### config.mk
export PLATFORM = sky130hd
export DESIGN_NAME = traffic_signal
export DESIGN_NICKNAME = d
export VERILOG_FILES = /design/src/rtl/traffic_signal.sv
export SDC_FILE = /design/constraint.sdc
export NUM_CORES = 1
export LEC_CHECK = 0
export ABC_CLOCK_PERIOD_IN_PS = 2100
export CORE_AREA = 4 4 41 43
export DETAILED_ROUTE_END_ITERATION = 16
export DIE_AREA = 0 0 45 47
export GPL_TIMING_DRIVEN = 0
export HOLD_SLACK_MARGIN = 0.02
export PLACE_DENSITY = 0.68
export SYNTH_ARGS = -nofsm -noshare
export SYNTH_HDL_FRONTEND = slang
export SYNTH_SLANG_ARGS = --single-unit
### constraint.sdc
create_clock -name clk -period 2.1 [get_ports clk]
set_input_delay 0.21 -clock clk [delete_from_list [all_inputs] [get_ports clk]]
set_output_delay 0.21 -clock clk [all_outputs]
set_load 0.05 [all_outputs]
### src/rtl/traffic_signal.sv
// Sensor-adaptive single-approach traffic light controller.
// RED -> GREEN (extended by traffic, capped) -> YELLOW -> RED.
module traffic_signal #(
  parameter int unsigned RED_T     = 10,
  parameter int unsigned GREEN_MIN = 8,
  parameter int unsigned GREEN_MAX = 20,
  parameter int unsigned YELLOW_T  = 3
) (
  input  logic       rst,
  input  logic       clk,
  input  logic       traffic,
  output logic [1:0] signal
);

  localparam int unsigned MAX_RG =
    (RED_T > GREEN_MAX) ? RED_T : GREEN_MAX;
  localparam int unsigned MAX_D =
    (MAX_RG > YELLOW_T) ? MAX_RG : YELLOW_T;
  localparam int unsigned CW = $clog2(MAX_D + 1);

  localparam logic [CW-1:0] RED_LAST  = CW'(RED_T - 1);
  localparam logic [CW-1:0] GMIN_LAST = CW'(GREEN_MIN - 1);
  localparam logic [CW-1:0] GMAX_LAST = CW'(GREEN_MAX - 1);
  localparam logic [CW-1:0] YEL_LAST  = CW'(YELLOW_T - 1);

  if (RED_T == 0 || GREEN_MIN == 0 || YELLOW_T == 0) begin : g_bad_dur
    $error("traffic_signal: durations must be >= 1");
  end
  if (GREEN_MAX < GREEN_MIN) begin : g_bad_green
    $error("traffic_signal: GREEN_MAX < GREEN_MIN");
  end

  // Encoding equals the lamp code; 2'b11 is the illegal state.
  typedef enum logic [1:0] {
    S_RED    = 2'b00,
    S_YELLOW = 2'b01,
    S_GREEN  = 2'b10
  } state_t;

  state_t        state_q, state_d;
  logic [CW-1:0] cnt_q, cnt_d;
  logic [1:0]    signal_q, signal_d;

  always_ff @(posedge clk or negedge rst) begin
    if (!rst) begin
      state_q  <= S_RED;
      cnt_q    <= '0;
      signal_q <= 2'b00;
    end else begin
      state_q  <= state_d;
      cnt_q    <= cnt_d;
      signal_q <= signal_d;
    end
  end

  always_comb begin
    state_d = S_RED;
    cnt_d   = '0;
    case (state_q)
      S_RED: begin
        if (cnt_q >= RED_LAST) begin
          state_d = S_GREEN;
        end else begin
          state_d = S_RED;
          cnt_d   = cnt_q + 1'b1;
        end
      end
      S_GREEN: begin
        // An unknown sensor keeps GREEN until the cap forces exit.
        if (cnt_q >= GMAX_LAST) begin
          state_d = S_YELLOW;
        end else if (cnt_q >= GMIN_LAST && traffic == 1'b0) begin
          state_d = S_YELLOW;
        end else begin
          state_d = S_GREEN;
          cnt_d   = cnt_q + 1'b1;
        end
      end
      S_YELLOW: begin
        if (cnt_q >= YEL_LAST) begin
          state_d = S_RED;
        end else begin
          state_d = S_YELLOW;
          cnt_d   = cnt_q + 1'b1;
        end
      end
      default: begin
        state_d = S_RED;
        cnt_d   = '0;
      end
    endcase
  end

  always_comb begin
    signal_d = 2'b00;
    case (state_d)
      S_GREEN:  signal_d = 2'b10;
      S_YELLOW: signal_d = 2'b01;
      default:  signal_d = 2'b00;
    endcase
  end

  assign signal = signal_q;

endmodule

==> results of run 1 <==
[critical path: stages (launching register included)]
cell and delay (ns):
dfrtp_1 0.47, inv_1 0.09, ha_1 0.21, nor4_1 0.55
nor2_1 0.16, o22ai_1 0.21
[layer usage]
metal	up-vias	part of all wire, %
li1	196	-
met1	206	43
met2	7	51
met3	0	5.8
met4	0	0
met5	-	0
[path summary, 6_finish.rpt]
path | to | slack, ns | cells past startpoint
max in group asynchronous | state_q[1] | 1.58 | 1
min | cnt_q[0] | 0.24 | 1
min reg2reg | signal[1] | 0.54 | 1
max reg2reg | cnt_q[2] | 0.32 | 5
max | cnt_q[2] | 0.32 | 5
min in group clk | signal[1] | 0.54 | 1
[cell usage after synthesis (2+ instances only)]
master / n / area, um2
ha_1: 3 / 37.5
nand3_1: 2 / 10.0
nand2_1: 4 / 15.0
inv_1: 2 / 7.51
dfrtp_1: 9 / 225
a211oi_1: 2 / 15.0
nor3_1: 2 / 10.0
a32o_1: 2 / 20.0
nor2_1: 3 / 11.3
xor2_1: 2 / 17.5
nor2b_1: 2 / 12.5
o32ai_1: 2 / 17.5
[report_power, final]
group	switching, uW	internal (uW)
Sequential	81.7	241
Clock	56.4	73.0
Combinational	278	197
[layout make-up]
class                      count  share of cell area (%)
multi-input combinational     36                    46.4
sequential                     9                    37.4
timing repair buffer           4                    6.65
clock buffer                   4                    4.37
tap                           15                    3.12
inverter                       2                    1.25
buffer                         1                   0.832
[metrics by stage]
step	worst slack (ns)	std cells	utilization, %	instance area, um2
2_1_floorplan	0.513	48	-	517
3_3_place_gp	0.354	67	44.2	576
3_5_place_dp	0.351	67	44.2	576
4_1_cts	0.309	71	46.3	602
5_1_grt	0.126	71	46.3	602
6_report	0.321	71	46.3	602
[cell families (layout without fill, tap and decap cells)]
logic type | Yosys count | in the layout
AOI/OAI and AO/OA | 12 | 12
xor gates and xnor gates | 3 | 3
adders and majority gates | 3 | 3
buffers and inverters | 3 | 11
DFF | 9 | 9
and+or+nand+nor | 18 | 18
[flip-flops by register name (all words and copies together) (netlist names)]
| signal | cells |
|---|---|
| cnt_q | 5 |
| signal | 2 |
| state_q | 2 |
[cells in the final DEF (no fill, tap or decap), types with 3 or more instances in the layout]
master / synthesis / routed
clkbuf_4: 0 / 3
clkdlybuf4s50_1: 0 / 4
dfrtp_1: 9 / 9
nor2_1: 3 / 3
nand2_1: 4 / 4
ha_1: 3 / 3
==> flow_summary.json, run 1 <==
{
  "nNetsFinal": 63,
  "vias_per_cell": 5.76,
  "cp.required_ns": 2.27,
  "drtAntennaViolNets": 0,
  "antenna_cells": 0,
  "place.gp.congestion": 0.797,
  "seqCellArea_um2": 225,
  "critPathMaxFanout": 7,
  "post-cts-setup-buffers": 0,
  "grt_antenna_before_repair": 0,
  "synthXorXnorAreaFrac_pct": 5.08,
  "fin_crit_sh_pct": 84.7,
  "initial_core_util_pct": 39.7,
  "fin_crit_ns": 1.78,
  "final.setup.tns_ns": 0,
  "cts_buffers": 3,
  "worstHoldPathType": "input pin to async pin",
  "worstSetupPathType": "flop to flop",
  "clk_latency_ns": 0.26,
  "rows": 13,
  "ctsRootBufferMaster": "clkbuf_4",
  "start_kind": "flop",
  "total_power_uw": 928,
  "p_per_area_nw_per_um2": 1540,
  "max_cap_violations": 0,
  "synth_mux_area_share_pct": 0,
  "port_buffers": 4,
  "synth-compound-area-share_pct": 20.1,
  "cts.hold.buffers_added": 0,
  "cts_buffer_depth": 2,
  "cts_tree": "yes",
  "met3_usage_pct": 6.90,
  "clkSinkCount": 9,
  "die_w_um": 45,
  "vias": 409,
  "routedWlPerCell_um": 12.8,
  "clk_pin_slew_worst_paths_ns": 0.06,
  "nFillCells": 135,
  "setup_viol": 0,
  "startpoint": "cnt_q[0]",
  "p_leak_uw": 0.000257,
  "worst_hold_slack_ns": 0.241,
  "drive_gt1_share_pct": 14.3,
  "ys_seq_elements": 9,
  "overflow": 0,
  "synthArstFlopShare_pct": 100,
  "status": "complete, no violations",
  "hold_viol": 0,
  "hpwlAfterDp_um": 672,
  "grt_util_met2_pct": 17.5,
  "synthFlopType": "dfrtp_1",
  "grt_util_all_layers_pct": 10.9,
  "dr.first_iter.drc_count": 8,
  "grt_use_met1_pct": 11.8,
  "final.setup_skew_ns": 0.00316,
  "synth_edf_count": 0,
  "die_area_um2": 2120,
  "first_pass_iters": 4,
  "worstSetupEndpointType": "flop",
  "cp.arrival_ns": 1.95,
  "ys_warn_count": 0,
  "synthDistinctLibCells": 25,
  "globalRoute.busiestLayer": "met2",
  "ir_worst_vdd_uv": 593,
  "synth_top_family_by_area": "simple AND/OR/NAND/NOR gates",
  "cts_resized": 0,
  "grt_max_degree": 10,
  "slew_headroom_pct": 60.7,
  "synth_seq_area_share_pct": 43.6,
  "htreeDepth": 1,
  "fmax_ghz": 0.562,
  "io_pins": 5,
  "postSynthCellCount": 48,
  "r2r-start": "cnt_q[0]",
  "die_h_um": 47,
  "grt_pass1_vias": 377,
  "design.core.area_um2": 1300,
  "multi_input_area_um2": 279,
  "maxSlewViolCount": 0,
  "syn_area_um2": 517,
  "drc": 0,
  "worst_slew_pin_slew_ns": 0.584,
  "syn-num-nets": 54,
  "synth-simple-area-share_pct": 21.5,
  "syn2layout_area_growth_pct": 16.5,
  "routed_wl_um": 906,
  "rsz0062_at_grt": "false",
  "yosys.area_share.adder_pct": 7.26,
  "syn_area_per_cell_um2": 10.8,
  "grt_pass1_wl_um": 1590
}
Note: power is estimated with default switching activity, not from simulation.
==> run 2, diff against run 1 <==
--- a/config.mk
+++ b/config.mk
@@ -5,13 +5,13 @@
 export SDC_FILE = /design/constraint.sdc
 export NUM_CORES = 1
 export LEC_CHECK = 0
-export ABC_CLOCK_PERIOD_IN_PS = 2100
+export ABC_CLOCK_PERIOD_IN_PS = 1500
 export CORE_AREA = 4 4 41 43
 export DETAILED_ROUTE_END_ITERATION = 16
 export DIE_AREA = 0 0 45 47
 export GPL_TIMING_DRIVEN = 0
 export HOLD_SLACK_MARGIN = 0.02
-export PLACE_DENSITY = 0.68
+export PLACE_DENSITY = 0.7
 export SYNTH_ARGS = -nofsm -noshare
 export SYNTH_HDL_FRONTEND = slang
 export SYNTH_SLANG_ARGS = --single-unit
==> constraint.sdc (replaced) <==
create_clock -name clk -period 1.5 [get_ports clk]
set_input_delay 0.15 -clock clk [delete_from_list [all_inputs] [get_ports clk]]
set_output_delay 0.15 -clock clk [all_outputs]
set_load 0.05 [all_outputs]
==> run 2 against run 1 <==
  * The run now ends with setup timing left
  * Design area rose by 25%
  * Sequential share of layout area fell by 7.1 points
  * Non-clock buffer count is 5 higher
  * Clock power rose by 43%
  * Critical path depth did not move
  * Largest cell class unchanged
==> flow_summary.json, run 2 (same netlist as run 1, synthesis figures left out) <==
{
  "cp.required_ns": 1.67,
  "critPathMaxFanout": 5,
  "port_buffers": 4,
  "drive_gt1_share_pct": 41.9,
  "overflow": 0,
  "fmax_ghz": 0.612,
  "worstSetupPathType": "flop to flop",
  "cts_tree": "yes",
  "cts.hold.buffers_added": 0,
  "drtAntennaViolNets": 0,
  "ctsRootBufferMaster": "clkbuf_4",
  "hpwlAfterDp_um": 690,
  "fin_crit_ns": 1.64,
  "drc": 0,
  "design.core.area_um2": 1300,
  "cp.arrival_ns": 1.80,
  "hold_viol": 0,
  "nFillCells": 108,
  "cts_buffers": 3,
  "initial_core_util_pct": 39.7,
  "stdcell_count": 77,
  "start_kind": "flop",
  "vias": 458,
  "grt_pass1_vias": 459,
  "largest_register_ff_count": 5,
  "slew_headroom_pct": 66.5,
  "final.setup.tns_ns": -0.851,
  "max_cap_violations": 0,
  "worstHoldPathType": "input pin to async pin",
  "vias_per_cell": 5.95,
  "fin_crit_sh_pct": 109,
  "grt_max_degree": 10,
  "routedWlPerCell_um": 15.9,
  "grt_pass1_wl_um": 2070,
  "maxSlewViolCount": 0,
  "die_area_um2": 2120,
  "rows": 13,
  "top_register": "cnt_q",
  "grt_util_all_layers_pct": 13.6,
  "clk_latency_ns": 0.26,
  "p_leak_uw": 0.000308,
  "die_w_um": 45,
  "clkSinkCount": 9,
  "worst_slew_pin_slew_ns": 0.504,
  "place.gp.congestion": 0.850,
  "p_per_area_nw_per_um2": 2290,
  "grt_antenna_before_repair": 0,
  "setup_viol": 9,
  "htreeDepth": 1,
  "first_pass_iters": 4,
  "final_common_cell": "dfrtp_1",
  "antenna_cells": 0,
  "final_cell_mix": "7 x dfrtp_1, 4 x nand2_1, 3 x clkbuf_4, 3 x buf_4",
  "rsz0062_at_grt": "true",
  "io_pins": 5,
  "placedCellCount": 67,
  "final_util_pct": 57.8,
  "clk_pin_slew_worst_paths_ns": 0.06,
  "r2r_slack_ns": -0.14,
  "ir_worst_vdd_uv": 1020,
  "dr.first_iter.drc_count": 13,
  "final.setup_skew_ns": 0.00442,
  "worstSetupEndpointType": "flop",
  "nNetsFinal": 69,
  "routed_wl_um": 1220,
  "status": "finished, violations left",
  "syn2layout_area_growth_pct": 45.5,
  "die_h_um": 47,
  "cts_buffer_depth": 2,
  "violations": "setup timing",
  "timing.final.ws_setup_ns": -0.135
}
[run 2: power breakdown]
group          switching [uW]  internal [uW]
Combinational             575            479
Sequential                137            343
Clock                    81.8            102
[run 2: path summary, 6_finish.rpt]
check                           cells after the start         to  startpoint
min in group clk                                    1  signal[1]  state_q[0]
worst min register to register                      1  signal[1]  state_q[0]
worst min-delay path                                1   cnt_q[3]         rst
worst max-delay path                                5   cnt_q[0]    cnt_q[0]
worst max register to register                      5   cnt_q[0]    cnt_q[0]
max in group asynchronous                           1   cnt_q[0]         rst
[run 2: area by class of cell]
class                      instances  area (um2)  share of cell area, %
tap                               15        18.8                   2.50
multi-input combinational         37         384                   51.1
buffer                             1        5.00                  0.666
clock buffer                       4        26.3                   3.49
sequential                         9         228                   30.3
inverter                           2        7.51                  0.998
timing repair buffer               9        82.6                   11.0
[run 2: routing by layer]
metal	global-route usage (%)	part of all wire [%]	vias to the layer above
met5	0	0	-
met4	3.51	1.1	0
met3	4.60	3.7	2
met2	22.6	49	14
met1	17.1	46	229
li1	-	-	213
[run 2: repair_timing]
| action | in CTS | in global routing |
|---|---|---|
| setup buffers | 3 | 2 |
| endpoints found under the setup margin | 11 | 9 |
| gates resized for setup | 16 | 4 |
| cloned | 1 | 0 |
| pin swaps | 4 | 3 |
[run 2: per-stage QoR]
step	worst slack, ns	instance area (um2)	power [uW]	hold WS [ns]
CTS	-0.118	724	1640	0.188
finish	-0.135	752	1720	0.190
floorplan	-0.0174	532	996	-0.146
global route	-0.193	752	1820	0.198
detailed placement	-0.123	591	1160	0.467
global placement	-0.111	591	1150	0.462
[run 2: worst max-delay path: stages (launching register included)]
cell and delay, ns:
dfrtp_2 0.46, ha_4 0.18, a21o_4 0.20, nor4b_4 0.33, nor3_4 0.11, o32ai_2 0.26
==> run 3, diff against run 2 <==
==> config.mk (replaced) <==
export PLATFORM = sky130hd
export DESIGN_NAME = traffic_signal
export DESIGN_NICKNAME = d
export VERILOG_FILES = /design/src/rtl/traffic_signal.sv
export SDC_FILE = /design/constraint.sdc
export NUM_CORES = 1
export LEC_CHECK = 0
export ABC_CLOCK_PERIOD_IN_PS = 1680
export CORE_AREA = 4 4 41 43
export DETAILED_ROUTE_END_ITERATION = 16
export DIE_AREA = 0 0 45 47
export HOLD_SLACK_MARGIN = 0.02
export PLACE_DENSITY = 0.68
export SYNTH_ARGS = -nofsm -noshare
export SYNTH_HDL_FRONTEND = slang
export SYNTH_SLANG_ARGS = --single-unit
==> constraint.sdc (replaced) <==
create_clock -name clk -period 1.68 [get_ports clk]
set_input_delay 0.168 -clock clk [delete_from_list [all_inputs] [get_ports clk]]
set_output_delay 0.168 -clock clk [all_outputs]
set_load 0.05 [all_outputs]
==> run 3 against run 2 <==
  * The flow now finishes without violations
  * Non-clock buffer count down 2
  * Clock skew up 0.0032 ns
  * Hold slack better by 0.011 ns
  * Clock power down 13%
  * First-iteration DRC count down 54%
  * Register-to-register slack better by 0.22 ns
  * Core utilization down 8.0 points
  * Design area down 14%
  * Global-route usage down 2.9 points
  * Total power down 25%
  * Sequential share of layout area up 4.5 points
  * Largest power group unchanged
  * Highest routed layer unchanged
==> flow_summary.json, run 3 (same netlist as run 1, synthesis figures left out) <==
{
  "port_buffers": 4,
  "antenna_cells": 0,
  "p_sw_share_pct": 43.8,
  "seqCellArea_um2": 225,
  "final_cell_mix": "9 x dfrtp_1, 4 x nand2_1, 4 x clkdlybuf4s50_1, 4 x buf_4",
  "cp.arrival_ns": 1.76,
  "path_cells": "buf_4 > ha_1 > o41a_1 > nor2_1 > nor2_1 > o22ai_1",
  "hold_viol": 0,
  "fin_crit_ns": 1.59,
  "worstSetupEndpointType": "flop",
  "p_leak_uw": 0.000279,
  "cts_buffer_depth": 2,
  "cts_buffers": 3,
  "htreeDepth": 1,
  "grt_use_met1_pct": 14.5,
  "setup_viol": 0,
  "p_int_uw": 726,
  "nFillCells": 126,
  "vias": 406,
  "start_kind": "flop",
  "overflow": 0,
  "rows": 13,
  "grt_max_degree": 10,
  "cpPeakStageDelay_ns": 0.38,
  "drive_gt1_share_pct": 23.7,
  "fin_crit_sh_pct": 94.8,
  "slowest_stage": "dfrtp_1",
  "place.gp.congestion": 0.804,
  "fmax_ghz": 0.628,
  "cp.required_ns": 1.85,
  "drc": 0,
  "worstSetupPathType": "flop to flop",
  "routed_wl_um": 980,
  "grt_util_all_layers_pct": 10.8,
  "placedCellCount": 70,
  "cts_tree": "yes",
  "die_w_um": 45,
  "clkSinkCount": 9,
  "final.setup_skew_ns": 0.00760,
  "critPathMaxFanout": 6,
  "cts_resized": 0,
  "nNetsFinal": 66,
  "final_common_cell": "dfrtp_1",
  "combPwrFrac_pct": 56.6,
  "routedWlPerCell_um": 13.2,
  "p_per_area_nw_per_um2": 1990,
  "die_area_um2": 2120,
  "stdcell_count": 74,
  "first_pass_iters": 4,
  "final_cell_area_um2": 648,
  "drtAntennaViolNets": 0,
  "grt_pass1_vias": 390,
  "top_register": "cnt_q",
  "place_area_um2": 601,
  "worst_slew_pin_slew_ns": 0.588,
  "pwr-share-clk_pct": 12.4,
  "cts.hold.buffers_added": 0,
  "dr.first_iter.drc_count": 6,
  "maxSlewViolCount": 0,
  "post-cts-setup-buffers": 0,
  "status": "complete, no violations",
  "globalRoute.busiestLayer": "met2",
  "met3_usage_pct": 2.30,
  "die_h_um": 47,
  "grt_pass1_wl_um": 1670,
  "p_switching_uw": 566,
  "largest_register_ff_count": 5,
  "syn2layout_area_growth_pct": 25.4,
  "ctsRootBufferMaster": "clkbuf_4",
  "ir_worst_vdd_uv": 884,
  "slew_headroom_pct": 60.6,
  "p_seq_share_pct": 31.0,
  "initial_core_util_pct": 39.7,
  "clk_pin_slew_worst_paths_ns": 0.06,
  "clk_latency_ns": 0.25,
  "cpMostUsedCell": "nor2_1",
  "total_power_uw": 1290,
  "multi_input_area_um2": 300,
  "worstHoldPathType": "input pin to async pin",
  "io_pins": 5,
  "grt_antenna_before_repair": 0,
  "design.core.area_um2": 1300,
  "grt_util_met2_pct": 16.4,
  "hpwlAfterDp_um": 711,
  "max_cap_violations": 0,
  "vias_per_cell": 5.49,
  "final.setup.tns_ns": 0
}
## run 3: changes by cell type in the layout (fill, tap and decap cells not counted), sizes merged
cell / change
buf: -2
clkdlybuf4s50: +2
dlygate4sd2: -2
nor3: -1
## run 3: stage by stage
stage	hold slack (ns)	worst slack, ns	utilization (%)
floorplan	-0.128	0.0933	-
global placement	0.482	0.119	46.2
detailed placement	0.487	0.0878	46.2
CTS	0.211	0.0655	48.2
global route	0.218	-0.0000607	49.8
finish	0.201	0.0870	49.8
## run 3: worst max-delay path, delay by kind of cell, from the launching register on
family                   cells  cell delay [ns]
adder cells (fa/ha/maj)      1             0.19
flip-flops                   1             0.38
AO/OA/AOI/OAI                2             0.52
AND/OR/NAND/NOR              2             0.26
buffers and inverters        1             0.16
## run 3: final timing paths
| check | startpoint | end | slack (ns) | cells past startpoint |
|---|---|---|---|---|
| hold reg to reg | state_q[0] | signal[1] | 0.55 | 1 |
| max in group asynchronous | rst | cnt_q[0] | 1.19 | 1 |
| min in group clk | state_q[0] | signal[1] | 0.55 | 1 |
| hold / removal | rst | signal[0] | 0.20 | 1 |
| setup reg to reg | cnt_q[0] | cnt_q[2] | 0.09 | 6 |
| setup / recovery | cnt_q[0] | cnt_q[2] | 0.09 | 6 |
## run 3: layout make-up
class	count	share of cell area, %
sequential	9	34.7
inverter	2	1.16
tap	15	2.90
multi-input combinational	36	46.3
clock buffer	4	4.05
timing repair buffer	8	10.8
## run 3: power by group through the flow
stage	clock, uW	sequential [uW]	combinational [uW]
floorplan	0	451	409
global placement	0	398	654
detailed placement	0	401	665
CTS	166	398	668
global route	183	415	807
finish	160	401	732
## run 3: per-layer routing
layer  vias to the layer above  share of wire, %
met1                       199                51
met5                         -                 0
met3                         2               1.5
li1                        201                 -
met2                         4                47
met4                         0              0.51
==> edit 1: new RTL, settings of run 2 <==
Make the reset (`rst`) synchronous in one clocked block.
--- a/src/rtl/traffic_signal.sv
+++ b/src/rtl/traffic_signal.sv
@@ -43,3 +43,3 @@
 
-  always_ff @(posedge clk or negedge rst) begin
+  always_ff @(posedge clk) begin
     if (!rst) begin
Behaviour: no difference found for any inputs over 10 cycles, from zero or initial values and one cycle with rst low; that may be too few to reach the edited logic, so the function may still have changed.
==> edit 1 against run 2 <==
  * The flow still finishes with violations (setup timing)
  * Routed wire length down 22%
  * Synthesized area down 17%
  * Non-clock buffer count unchanged
  * Sequential share of layout area about the same
  * Worst setup slack worse by 0.011 ns
  * Synthesized cell count down 6.3%
  * Core utilization down 10 points
  * Final area down 17%
  * Sequential cell count unchanged
  * Critical path type unchanged
  * Largest cell class unchanged
Power is not compared: it rests on default switching activity, and its combinational part moved more than twofold at a synthesized area within 25%.
==> edit 1: results (changes against run 2) <==
Area after DPL 494.2 um2 (was 590.6 um2); DR WL/cell 13.04 um (was 15.90 um); post-synthesis sequential area ratio 41.98% (was 43.58%); Final WS setup -0.1462 ns (was -0.1352 ns); max incr delay on CP 0.35 ns (was 0.46 ns); layout cell share with drive strength beyond 1 39.66% (was 41.94%); met2 WL 495 um (was 602 um); Post-CTS Resized 5 (was 16); Met1 Wirelength 383 um (was 561 um); first-pass GRT wire length 1559 um (was 2070 um); fin nets 65 (was 69); vias 402 (was 458); failing checks setup timing (unchanged); crit path to cnt_q[1]$_SDFF_PN0_ (was cnt_q[0]$_DFF_PN0_); Worst Reg-to-Reg Cells 6 (was 5); HPWL Detailed 579 um (was 690.1 um); synth cell count leaders 9 x dfxtp_1, 6 x a21oi_1, 3 x ha_1, 3 x nand3_1, 3 x nor2_1 (was 9 x dfrtp_1, 4 x nand2_1, 3 x ha_1, 3 x nor2_1); largest net degree at the start of global routing 8 (was 10); Synth Area in Adders 8.746% (was 7.264%); Placer Congestion 0.7538 (was 0.8501); status finished, violations left (unchanged); setup_tns -0.6927 ns (was -0.8507 ns); fill count 135 (was 108); top cells by area, synth dfxtp_1 42%, ha_1 8.7%, a21oi_1 7.0% (was dfrtp_1 44%, ha_1 7.3%, nor4b_4 4.6%); setup violators final 5 (was 9); Netlist cell types 21 (was 25); worst slew pin tran 0.4830 ns (was 0.5044 ns); Crit-path slowest cell dfxtp_4 (was dfrtp_2); crit path from cnt_q[1]$_SDFF_PN0_ (was cnt_q[0]$_DFF_PN0_); number of global-route vias before repair 372 (was 459)
==> edit 1: where the power goes <==
part	total, mW	internal (mW)	switching [mW]
registers	0.257	0.249	0.00832
clock network	0.193	0.103	0.0899
logic	0.104	0.0526	0.0518
==> edit 1: stage by stage <==
stage / setup WS, ns / instances
after global placement: -0.09431 / 64
final: -0.1462 / 73
after detailed placement: -0.1302 / 64
after global routing: -0.1830 / 73
after floorplan: -0.01523 / 45
after CTS: -0.1199 / 72
==> edit 1: metal layers <==
layer	vias to the layer above	track usage [%]
met2	12	17.51
met3	4	3.448
li1	192	-
met4	0	8.772
met5	-	0
met1	194	11.78
==> edit 1: layout make-up <==
type	instances	area, um2	share of cell area [%]
Sequential cell	9	187.7	30.24
Timing Repair Buffer	9	75.07	12.10
Tap cell	15	18.77	3.024
Inverter	2	7.507	1.210
Buffer	1	11.26	1.815
Clock buffer	4	26.28	4.234
Multi-Input combinational cell	33	294.0	47.38
==> edit 2: new RTL, config.mk and constraints of run 2 <==
Made on the original files. The parameter `YELLOW_T` goes from 3 to 2.
--- a/src/rtl/traffic_signal.sv
+++ b/src/rtl/traffic_signal.sv
@@ -6,3 +6,3 @@
   parameter int unsigned GREEN_MAX = 20,
-  parameter int unsigned YELLOW_T  = 3
+  parameter int unsigned YELLOW_T  = 2
 ) (
Function: no difference found for any inputs over 10 cycles, from zero or initial values and one cycle with rst low; that may be too few to reach the edited logic, so the function may still have changed.
==> edit 2 against run 2 <==
  * The flow still finishes with violations (setup timing)
  * Core utilization increased by 7.1 points
  * Worst setup slack improved by 0.0040 ns
  * Combinational power increased by 41%
  * Sequential cell count unchanged
  * Routed wire length increased by 6.6%
  * Fmax increased by 0.25%
  * Die area unchanged
  * Total power increased by 29%
  * Sequential power increased by 15%
  * Final area increased by 12%
  * Critical path depth increased by 1
  * Synthesized area increased by 4.1%
  * Critical endpoint is now cnt_q[1]$_DFF_PN0_
  * Largest cell class unchanged
  * Highest routed layer unchanged
==> edit 2: results (changes against run 2) <==
clk tree area frac 3.111% (was 3.494%); failing checks setup timing (unchanged); top cells by area, synth dfrtp_1 42%, a2111oi_1 5.6%, a2111oi_2 5.6% (was dfrtp_1 44%, ha_1 7.3%, nor4b_4 4.6%); initial DRC count 9 (was 13); xor and xnor area share after synthesis 4.884% (was 5.085%); fin nets 67 (was 69); compound-cell area share of the yosys netlist 28.14% (was 20.10%); synth cell count leaders 9 x dfrtp_1, 3 x a2111oi_1 (was 9 x dfrtp_1, 4 x nand2_1, 3 x ha_1, 3 x nor2_1); fill count 102 (was 108); DP Cell Count 64 (was 67); met2 WL 672 um (was 602 um); Met1 Wirelength 539 um (was 561 um); worst vdd ir 1.378 mV (was 1.018 mV); FFs & Latches 9 (unchanged); WL final 1305 um (was 1224 um); first-pass GRT wire length 2187 um (was 2070 um); routing usage on met1 17.17% (was 17.06%); multi-input combinational area share 50.81% (was 51.08%); setup violators final 9 (unchanged); crit path to cnt_q[1]$_DFF_PN0_ (was cnt_q[0]$_DFF_PN0_); syn avg cell area 11.96 um2 (was 10.77 um2); gr usage total 15.75% (was 13.62%); syn nets 50 (was 54); status finished, violations left (unchanged); Synth Area in Adders 4.651% (was 7.264%); Worst Skew 0.002157 ns (was 0.004417 ns); Final WS setup -0.1312 ns (was -0.1352 ns); Worst slew margin 53.05% (was 66.51%); non-clk buf share 16.00% (was 11.65%); non-filler cells, final 76 (was 77); Vias/cell 5.921 (was 5.948)
-- edit 2: cell types whose count changed after synthesis, sizes merged, moves of 2 or more --
cell,run 2,this run
a22o,0,2
a2111oi,0,5
a21oi,0,2
nand2,4,2
a32o,2,0
buf,1,3
o32ai,2,0
-- edit 2: where the power goes --
group          switching, mW  internal, mW  total, mW
clock network         0.0850         0.103      0.188
logic                  0.735         0.747       1.48
registers              0.183         0.367      0.550
-- edit 2: stage by stage --
step | area (um2) | total power, mW | TNS, ns | hold WS (ns)
final | 844.6 | 2.220 | -0.9375 | 0.1801
after global routing | 844.6 | 2.357 | -1.584 | 0.2040
after CTS | 835.8 | 2.194 | -0.8604 | 0.1879
after detailed placement | 651.9 | 1.518 | -0.9346 | 0.4796
after global placement | 651.9 | 1.498 | -0.7401 | 0.4665
after floorplan | 593.1 | 1.322 | -0.1786 | -0.1456
-- edit 2: timing repair --
action / CTS / global route
pin swaps: 12 / 4
setup endpoints to repair: 10 / 9
setup buffers: 8 / 0
gates resized for setup: 15 / 2
